### src/rtl/mha_attn_sequencer.sv
// Token/head sequencer for the multi-head self-attention pipeline.
// Drives QKV/QK/SMAX/ATTN engines and the KV-cache write port.
module mha_attn_sequencer #(
  parameter int SEQ_LEN = 64,
  parameter int NUM_HEADS = 4,
  parameter int TIMEOUT = 4096,
  localparam int TW = $clog2(SEQ_LEN),
  localparam int HW = (NUM_HEADS > 1) ? $clog2(NUM_HEADS) : 1,
  localparam int CW = $clog2(TIMEOUT)
) (
  input  logic          clk,
  input  logic          rst,
  input  logic          start,
  input  logic [TW:0]   seq_len_cfg,
  input  logic          causal_en,
  input  logic          abort,
  input  logic [3:0]    stage_done,
  output logic [3:0]    stage_start,
  output logic [TW-1:0] token_idx,
  output logic [HW-1:0] head_idx,
  output logic          kv_write_en,
  output logic [TW-1:0] kv_write_addr,
  output logic [TW:0]   kv_read_len,
  output logic          busy,
  output logic          done,
  output logic          err,
  output logic [2:0]    fsm_state
);

  localparam logic [2:0] S_IDLE = 3'd0;
  localparam logic [2:0] S_QKV  = 3'd1;
  localparam logic [2:0] S_QK   = 3'd2;
  localparam logic [2:0] S_SMAX = 3'd3;
  localparam logic [2:0] S_ATTN = 3'd4;
  localparam logic [2:0] S_DONE = 3'd6;

  localparam logic [TW:0]   LEN_MAX   = (TW+1)'(SEQ_LEN);
  localparam logic [TW:0]   LEN_ONE   = (TW+1)'(1);
  localparam logic [HW-1:0] HEAD_LAST = HW'(NUM_HEADS - 1);
  localparam logic [CW-1:0] WD_LAST   = CW'(TIMEOUT - 1);

  logic [2:0]    state;
  logic          first;
  logic          hold;
  logic          causal;
  logic          err_q;
  logic [TW:0]   len;
  logic [TW-1:0] token;
  logic [HW-1:0] head;
  logic [CW-1:0] wd;
  logic          kv_we;
  logic [TW-1:0] kv_addr;

  logic [3:0] act;
  logic       hit;
  logic       in_score;
  logic       last_tok;
  logic       last_head;
  logic       wd_hit;

  always_comb begin
    act = 4'b0000;
    unique case (1'b1)
      (state == S_QKV):  act = 4'b0001;
      (state == S_QK):   act = 4'b0010;
      (state == S_SMAX): act = 4'b0100;
      (state == S_ATTN): act = 4'b1000;
      default:           act = 4'b0000;
    endcase
  end

  // a done seen in the entry cycle belongs to nobody
  assign hit       = ~first & |(stage_done & act);
  assign in_score  = act[1] | act[2] | act[3];
  assign last_tok  = ({1'b0, token} == (len - LEN_ONE));
  assign last_head = (head == HEAD_LAST);
  assign wd_hit    = (wd == WD_LAST);

  always_ff @(posedge clk) begin
    if (rst) begin
      state   <= S_IDLE;
      first   <= 1'b0;
      hold    <= 1'b0;
      causal  <= 1'b0;
      err_q   <= 1'b0;
      len     <= '0;
      token   <= '0;
      head    <= '0;
      wd      <= '0;
      kv_we   <= 1'b0;
      kv_addr <= '0;
    end else begin
      first <= 1'b0;
      kv_we <= 1'b0;
      wd    <= wd + CW'(1);
      case (state)
        S_IDLE: begin
          if (start && !abort) begin
            token  <= '0;
            head   <= '0;
            causal <= causal_en;
            len    <= (seq_len_cfg > LEN_MAX) ? LEN_MAX : seq_len_cfg;
            if (seq_len_cfg == '0) begin
              // extra DONE cycle lines up with a normal completion
              err_q <= 1'b1;
              hold  <= 1'b1;
              state <= S_DONE;
            end else begin
              err_q <= 1'b0;
              first <= 1'b1;
              wd    <= '0;
              state <= S_QKV;
            end
          end
        end
        S_QKV, S_QK, S_SMAX, S_ATTN: begin
          if (hit) begin
            first <= 1'b1;
            wd    <= '0;
            unique case (1'b1)
              act[0]: begin
                kv_we   <= 1'b1;
                kv_addr <= token;
                if (causal) begin
                  state <= S_QK;
                end else if (!last_tok) begin
                  token <= token + TW'(1);
                  state <= S_QKV;
                end else begin
                  token <= '0;
                  state <= S_QK;
                end
              end
              act[1]: state <= S_SMAX;
              act[2]: state <= S_ATTN;
              default: begin
                if (!last_head) begin
                  head  <= head + HW'(1);
                  state <= S_QK;
                end else begin
                  head <= '0;
                  if (last_tok) begin
                    first <= 1'b0;
                    state <= S_DONE;
                  end else begin
                    token <= token + TW'(1);
                    state <= causal ? S_QKV : S_QK;
                  end
                end
              end
            endcase
          end else if (wd_hit) begin
            err_q <= 1'b1;
            state <= S_DONE;
          end
        end
        S_DONE: begin
          if (hold) hold <= 1'b0;
          else state <= S_IDLE;
        end
        default: state <= S_IDLE;
      endcase
      if (abort && state != S_IDLE) begin
        state <= S_IDLE;
        first <= 1'b0;
        hold  <= 1'b0;
        kv_we <= 1'b0;
        err_q <= err_q;
      end
    end
  end

  assign stage_start   = first ? act : 4'b0000;
  assign token_idx     = token;
  assign head_idx      = head;
  assign kv_write_en   = kv_we;
  assign kv_write_addr = kv_addr;
  assign kv_read_len   = !in_score ? '0 :
                         causal ? ({1'b0, token} + LEN_ONE) : len;
  assign busy          = (state != S_IDLE);
  assign done          = (state == S_DONE) & ~hold & ~abort;
  assign err           = err_q;
  assign fsm_state     = state;

endmodule
### config.mk
export PLATFORM = sky130hd
export DESIGN_NAME = mha_attn_sequencer
export DESIGN_NICKNAME = d
export VERILOG_FILES = /design/src/rtl/mha_attn_sequencer.sv
export SDC_FILE = /design/constraint.sdc
export NUM_CORES = 1
export LEC_CHECK = 0
export CAP_MARGIN = 40
export CORE_MARGIN = 3
export CORE_UTILIZATION = 47
export DETAILED_ROUTE_END_ITERATION = 7
export PLACE_DENSITY_LB_ADDON = 0.3
export SLEW_MARGIN = 20
export SYNTH_ARGS = -nofsm -noshare
export SYNTH_HDL_FRONTEND = slang
export SYNTH_SLANG_ARGS = --single-unit
### constraint.sdc
create_clock -name clk -period 3.2 [get_ports clk]
set_input_delay 0.64 -clock clk [delete_from_list [all_inputs] [get_ports clk]]
set_output_delay 0.64 -clock clk [all_outputs]
set_load 0.01 [all_outputs]
# [Word-level counts from Yosys, hierarchy flattened]
# Cells that the tools add are included.
# W data, S select, Z words.
[classes] add_sub_neg=5 mul=0 n_div=0 order_cmp=1 eq_ne=20 shifts=0 muxes=50 bitwise=12 reduce_logical=21
[op_table] op="$mux W12" count=3
[op_table] op="$mux W6" count=6
[op_table] op="$pmux W12 S2" count=1
[op_table] op="$pmux W6 S2" count=2
[op_table] op="$mux W3" count=7
[op_table] op="$mux W7" count=3
[op_table] op="$pmux W3 S3" count=2
[op_table] op="$ne A2 B2 Y1 const B" count=8
[op_table] op="$pmux W4 S4" count=1
[op_table] op="$mux W2" count=7
[op_table] op="$mux W1" count=13
[op_table] op="$add A12 B1 Y12 const B" count=1
[op_table] op="$eq A12 B12 Y1 const B" count=1
[op_table] op="$ne A3 B3 Y1 const B" count=4
[op_table] op="$reduce_or A4 Y1" count=3
[op_table] op="$reduce_and A3 Y1" count=3
[op_table] op="$add A6 B1 Y7 const B" count=1
[op_table] op="$eq A6 B7 Y1" count=1
[op_table] op="$gt A7 B7 Y1 const B" count=1
[op_table] op="$logic_not A7 Y1" count=1
[op_table] op="$reduce_and A7 Y1" count=1
[op_table] op="$sub A7 B1 Y7 const B" count=1
[op_table] op="$add A6 B1 Y6 const B" count=1
[op_table] op="$eq A3 B2 Y1 const B" count=2
[op_table] op="21 further kinds" count=35
[totals] ff_bits=41 latchBits=0 mem_bits_rw=0 rom_bits=0 inputBits=16 output_inout_bits=32 n_memories=0

# [Longest topological paths before layout]
# Gate-level depths: netlist of run 1.
[depth] depth_word=7 mapped_depth=9 depth_no_buf=9

# [Least setup slack after synthesis of run 1]
# Ideal clock, no wire load.
[synth_timing] path_kind="flip-flop to output port" startpoint="register token[1], in the netlist token_idx[1]" endpoint="output kv_read_len[4]" arrival_ns=1.412 t_required_ns=2.560 path_slack_ns=1.148 path_stages_with_launch=5 n_path_buf=0 path_cell_list="dfxtp_1 -> ha_1 -> nand3_1 -> xor2_1 -> a211oi_1"
[synth_via] elab_chain_len=3
[synth_lines] item="start: declaration" line="48" source="logic [TW-1:0] token;"
[synth_lines] item="start signal: assignment" line="127" source="token <= token + TW'(1);"
[synth_lines] item="start signal: assignment" line="146" source="token <= token + TW'(1);"
[synth_lines] item="$add A6 B1 Y7" line="179" source="causal ? ({1'b0, token} + LEN_ONE) : len;"
[synth_lines] item="$mux W7" line="179"
[synth_lines] item="$mux W7" line="178" source="assign kv_read_len = !in_score ? '0 :"
[synth_lines] item="end: declaration" line="23" source="output logic [TW:0] kv_read_len,"
# No other way between the ends.

# [Worst setup path after layout of run 1]
# Ends and elaborated chain as after synthesis.

==> results of run 1 <==
-- where the power goes --
group	internal (W)	switching [W]	total (W)
Combinational	0.000384	0.000520	0.000904
Sequential	0.000557	0.0000835	0.000640
Clock	0.000234	0.000193	0.000427
-- critical path: stages, from the launching register on --
cell and delay, ns:
dfxtp_1 0.51, ha_1 0.33, nand3_1 0.20, xor2_1 0.20, a211oi_1 0.27, clkdlybuf4s50_1 0.59
-- placed cells by master (no fill, tap or decap), drive strengths merged, types with 8 or more instances in the layout --
cell / count
dfxtp: 41
a21oi: 29
inv: 13
clkdlybuf4s50: 47
xor2: 12
a31oi: 8
nor2: 59
nor3: 8
nand2: 27
nand3: 14
mux2i: 9
xnor2: 8
o21ai: 10
-- flip-flops by register name (all words and copies together), names as in the netlist --
signal         cells
kv_write_addr      6
fsm_state          3
len                7
hold               1
head_idx           2
wd                12
err                1
kv_write_en        1
first              1
causal             1
token_idx          6
-- per-stage QoR --
stage | power (W) | worst slack [ns]
detailed placement | 0.00155 | 0.509
floorplan | 0.00131 | 1.15
global placement | 0.00153 | 0.488
CTS | 0.00198 | 0.182
finish | 0.00197 | 0.175
global route | 0.00210 | 0.0169
-- synth_stat cells, drive strengths merged, types with 2 or more instances --
master  instances  share of area [%]
a31oi           8                2.5
inv            13                1.9
and4            3                1.0
nor2b           3               0.73
a32o            2               0.83
a21oi          29                6.2
nand2          27                4.1
dfxtp          41                 32
nand3          14                3.2
a41oi           2               0.68
nand2b          2               0.78
ha              4                1.9
mux2i           9                3.5
a211oi          6                1.7
mux2            2               0.87
o21ai          10                2.1
nor3            8                2.4
and3            5                1.4
o211ai          2               0.58
buf             9                2.1
and2            4               0.97
nor2           59                9.0
xor2           12                4.1
nand3b          5                1.5
xnor2           8                2.7
a22oi           3               0.87
nor4            4                1.6
clkbuf          7                1.8
nor3b           6                2.4
-- kinds of logic after synthesis --
group,Yosys count,share of synthesized area [%]
compound gates,71,19.2
mux,11,4.37
simple gates,143,30.0
flops,41,31.8
xor+xnor,20,6.80
buf+inv,29,5.83
fa+ha+maj,4,1.94
-- per-layer routing --
metal	wire (µm)	GRT usage, %	vias to the layer above
met5	0	0	-
met4	39	4.73	0
met3	356	3.48	6
met2	2950	34.2	78
met1	2850	26.2	1099
li1	-	-	1203
-- layout make-up --
type	count	share of cell area, %
clock inverter	3	1.46
sequential	41	25.9
tap	70	2.76
clock buffer	5	2.17
multi-input combinational	249	50.7
timing repair buffer	50	15.5
inverter	13	1.54
-- worst paths after layout --
check	depth (start not counted)	slack [ns]	from	to
worst max register to register	7	1.02	fsm_state[1]	token_idx[4]
worst max-delay path	5	0.18	token_idx[1]	kv_read_len[4]
worst min-delay path	1	0.47	wd[0]	wd[0]
worst min register to register	1	0.47	wd[0]	wd[0]
==> metrics.cfg, run 1 <==
[hold_path]
hold_path.class = reg -> reg

[clock_network]
root_buffer = clkbuf_8
cts.sinks = 41
cts_buffer_depth = 2
ctsHoldBuffers = 0
cts_tree = done
clk_latency_ns = 0.29
htreeDepth = 2
cts_resized = 0
clkSlewWorstSetupHoldPaths_ns = 0.09
cts_buffers = 5
cts_setup_buffers = 0

[synthesis]
synthFlopType = dfxtp_1
synth_cell_types = 63
synth_edf_count = 0
ys_seq_area_share_pct = 31.8
syn-num-nets = 339
synth_area_per_cell_um2 = 8.08
ys_seq_elements = 41
yosysWarnings = 0
syn-cell-area_mm2 = 0.00258
syn_inst = 319
async_flop_share_pct = 0

[worst_setup_path]
crit_type = reg -> out
cp-end-kind = primary output
required_ns = 2.56
start_kind = flop
arrival_ns = 2.38
path_max_fanout = 7

[sta]
fmax_mhz = 331
worst_slew_pin_slew_ns = 0.528
final_hold_viol_count = 0
fin_setup_tns_ns = 0
rsz0062_at_grt = no
setup_viol = 0
slew_violations = 0
finalCriticalPeriod_ns = 3.02
holdWs_ns = 0.468
period_share_pct = 94.5
relSlewSlack_pct = 64.7
fin_worst_skew_ns = 0.00522

[layout]
final.fill_count = 485
regArea_um2 = 821
post-route-util_pct = 60.9
multi_input_area_mm2 = 0.00161
final_cell_area_mm2 = 0.00317
diodes = 0
syn_to_final_growth_pct = 23.1
nNetsFinal = 380
drive_above_1_share_pct = 9.97
instances_no_fill = 431

[detailed_routing]
wl_per_cell_um = 14.4
vias = 2386
drt-pass1-iter-count = 5
first_iter_violations = 223
ant_nets = 0
totalWireLength_mm = 6.19
viasPerCell = 5.54
drc = 0

[placement]
port_buffers = 47
gp_congestion = 0.911
place_area_mm2 = 0.00306
dpl.cell_count = 423
dp_hpwl_mm = 4.60

[global_routing]
overflow = 0
antenna_found_initial = 0
grt_use_total_pct = 20.0
grt_pass1_vias = 2203
grt_pass1_wl_mm = 10.4
grt_max_degree = 20

[floorplanning]
rows = 26
io_pins = 48
design.core.area_mm2 = 0.00520
die_h_um = 80.1
start_util_pct = 49.5
die_w_um = 80.1
die_area_mm2 = 0.00641

[flow_run]
cap_violations = 0

[power_and_ir_drop]
ir_worst_vdd_mv = 0.307
leakagePower_nw = 1.12
power_density_mw_per_mm2 = 621

[outcome]
outcome = finished, final reports clean

No activity file was read; power rests on OpenSTA's default activity.
==> inputs of run 2 (changes only) <==
--- a/config.mk
+++ b/config.mk
@@ -7,7 +7,7 @@
 export LEC_CHECK = 0
 export CAP_MARGIN = 40
 export CORE_MARGIN = 3
-export CORE_UTILIZATION = 47
+export CORE_UTILIZATION = 56
 export DETAILED_ROUTE_END_ITERATION = 7
 export PLACE_DENSITY_LB_ADDON = 0.3
 export SLEW_MARGIN = 20
==> run 2 against run 1 <==
Effect of this change: worst setup slack worse by 0.012 ns; critical path depth stayed put; via count is 3.4% higher; design area is 1.3% lower; count of clock-buffer cells in the layout stayed put; cell count is 3.9% lower; sequential cell count stayed put; total power is 3.3% lower; sequential power is 2% lower; critical path type unchanged.
==> metrics.cfg, run 2 (same netlist as run 1, synthesis figures left out) <==
[worst_setup_path]
arrival_ns = 2.40
critPathMaxStageDelay_ns = 0.61
reg2reg_from = len[0]
crit_type = reg -> out
cp_slowest_cell = dfxtp_1
cp_cell_sequence = nand3_1 -> nor2_1 -> xnor2_1 -> a211oi_1 -> clkdlybuf4s50_1
r2r_cells = 9
timing.rr.end = fsm_state[2]
reg2reg_slack_ns = 1.09
cp-end-kind = primary output
path_max_fanout = 12
start_kind = flop
required_ns = 2.56

[placement]
gp_congestion = 0.907
dp_hpwl_mm = 4.74
port_buffers = 47
post-place-ws_ns = 0.496

[global_routing]
busiest_layer = met2
antenna_found_initial = 0
grt_use_total_pct = 24.5
grt_max_degree = 20
gr-usage-met2_pct = 38.8
grt_pass1_wl_mm = 10.6
overflow = 0
grt_use_met1_pct = 32.7
grt_pass1_vias = 2314
met3_usage_pct = 7.11

[hold_path]
hp-start = wd[0]
holdPathStages = 1
min_to = wd[0]
hold_path.class = reg -> reg

[detailed_routing]
vias = 2467
totalWireLength_mm = 6.32
drc = 0
viasPerCell = 5.96
wl_per_cell_um = 15.3
first_iter_violations = 227
drt-pass1-iter-count = 5
ant_nets = 0

[layout]
largest_reg_flops = 12
drive_above_1_share_pct = 10.2
nNetsFinal = 381
final_common_cell = nor2_1
syn_to_final_growth_pct = 21.5
final_cell_mix = 57 x nor2_1, 47 x clkdlybuf4s50_1, 41 x dfxtp_1, 27 x a21oi_1, 25 x nand2_1
diodes = 0
top_regs = wd x12, len x7
final.fill_count = 374
largest_register = wd

[flow_run]
cap_violations = 0

[clock_network]
clk_latency_ns = 0.30
cts_buffer_depth = 2
cts_setup_buffers = 0
cts_buffers = 5
root_buffer = clkbuf_8
cts.sinks = 41
clkSlewWorstSetupHoldPaths_ns = 0.08
cts_tree = done
htreeDepth = 2
cts_resized = 0
ctsHoldBuffers = 0

[sta]
worst_slew_pin_slew_ns = 0.494
holdWs_ns = 0.486
rsz0062_at_grt = no
slew_violations = 0
finalCriticalPeriod_ns = 3.04
fin_setup_tns_ns = 0
period_share_pct = 94.9
setup_viol = 0
final_hold_viol_count = 0
worst_slack_ns = 0.163
fmax_mhz = 329
relSlewSlack_pct = 67.0
fin_worst_skew_ns = 0.00476

[floorplanning]
rows = 24
start_util_pct = 58.4
die_w_um = 73.8
io_pins = 48
die_area_mm2 = 0.00545
design.core.area_mm2 = 0.00441
die_h_um = 73.8

[outcome]
outcome = finished, final reports clean

[power_and_ir_drop]
leakagePower_nw = 1.12
p_total_w = 0.00191
power_density_mw_per_mm2 = 608
ir_worst_vdd_mv = 0.413

-- run 2: cell types whose count changed in the layout (fill, tap and decap cells not counted), sizes merged --
cell / previous run / this run
buf: 3 / 4
bufinv: 1 / 0
inv: 13 / 14
-- run 2: worst max path at each step --
stage | startpoint | endpoint | slack (ns)
floorplan | token_idx[1] | kv_read_len[4] | 1.15
global placement | token_idx[2] | kv_read_len[5] | 0.58
detailed placement | abort | done | 0.50
CTS | token_idx[2] | kv_read_len[5] | 0.20
global route | token_idx[2] | kv_read_len[5] | 0.03
finish | token_idx[2] | kv_read_len[5] | 0.16
-- run 2: area by class of cell --
class | count | area [µm²] | share of cell area, %
tap | 52 | 65.1 | 2.08
timing repair buffer | 51 | 500 | 16.0
sequential | 41 | 821 | 26.2
multi-input combinational | 249 | 1610 | 51.3
clock buffer | 5 | 68.8 | 2.20
inverter | 13 | 48.8 | 1.56
clock inverter | 3 | 21.3 | 0.679
-- run 2: stage by stage --
stage | util [%] | std cells | instance area [µm²]
floorplan | - | 319 | 2580
global route | 70.9 | 414 | 3130
CTS | 70.9 | 414 | 3130
detailed placement | 68.9 | 406 | 3040
global placement | 68.9 | 406 | 3040
finish | 70.9 | 414 | 3130
-- run 2: layer usage --
metal / share of wire, % / wire [µm]
met1: 45 / 2830
met3: 6.8 / 429
met4: 0.52 / 33
met5: 0 / 0
met2: 48 / 3040
-- run 2: power by group --
group	internal (W)	leakage [nW]	switching (W)
sequential	0.000557	0.332	0.0000694
clock	0.000155	0.0445	0.000189
combinational	0.000390	0.743	0.000545
total	0.00110	1.12	0.000804
-- run 2: critical path, delay by kind of cell, from the launching register on --
family	cells	cell delay, ns
simple gates	2	0.58
xor+xnor	1	0.09
buf+inv	1	0.57
compound gates	1	0.25
flops	1	0.61
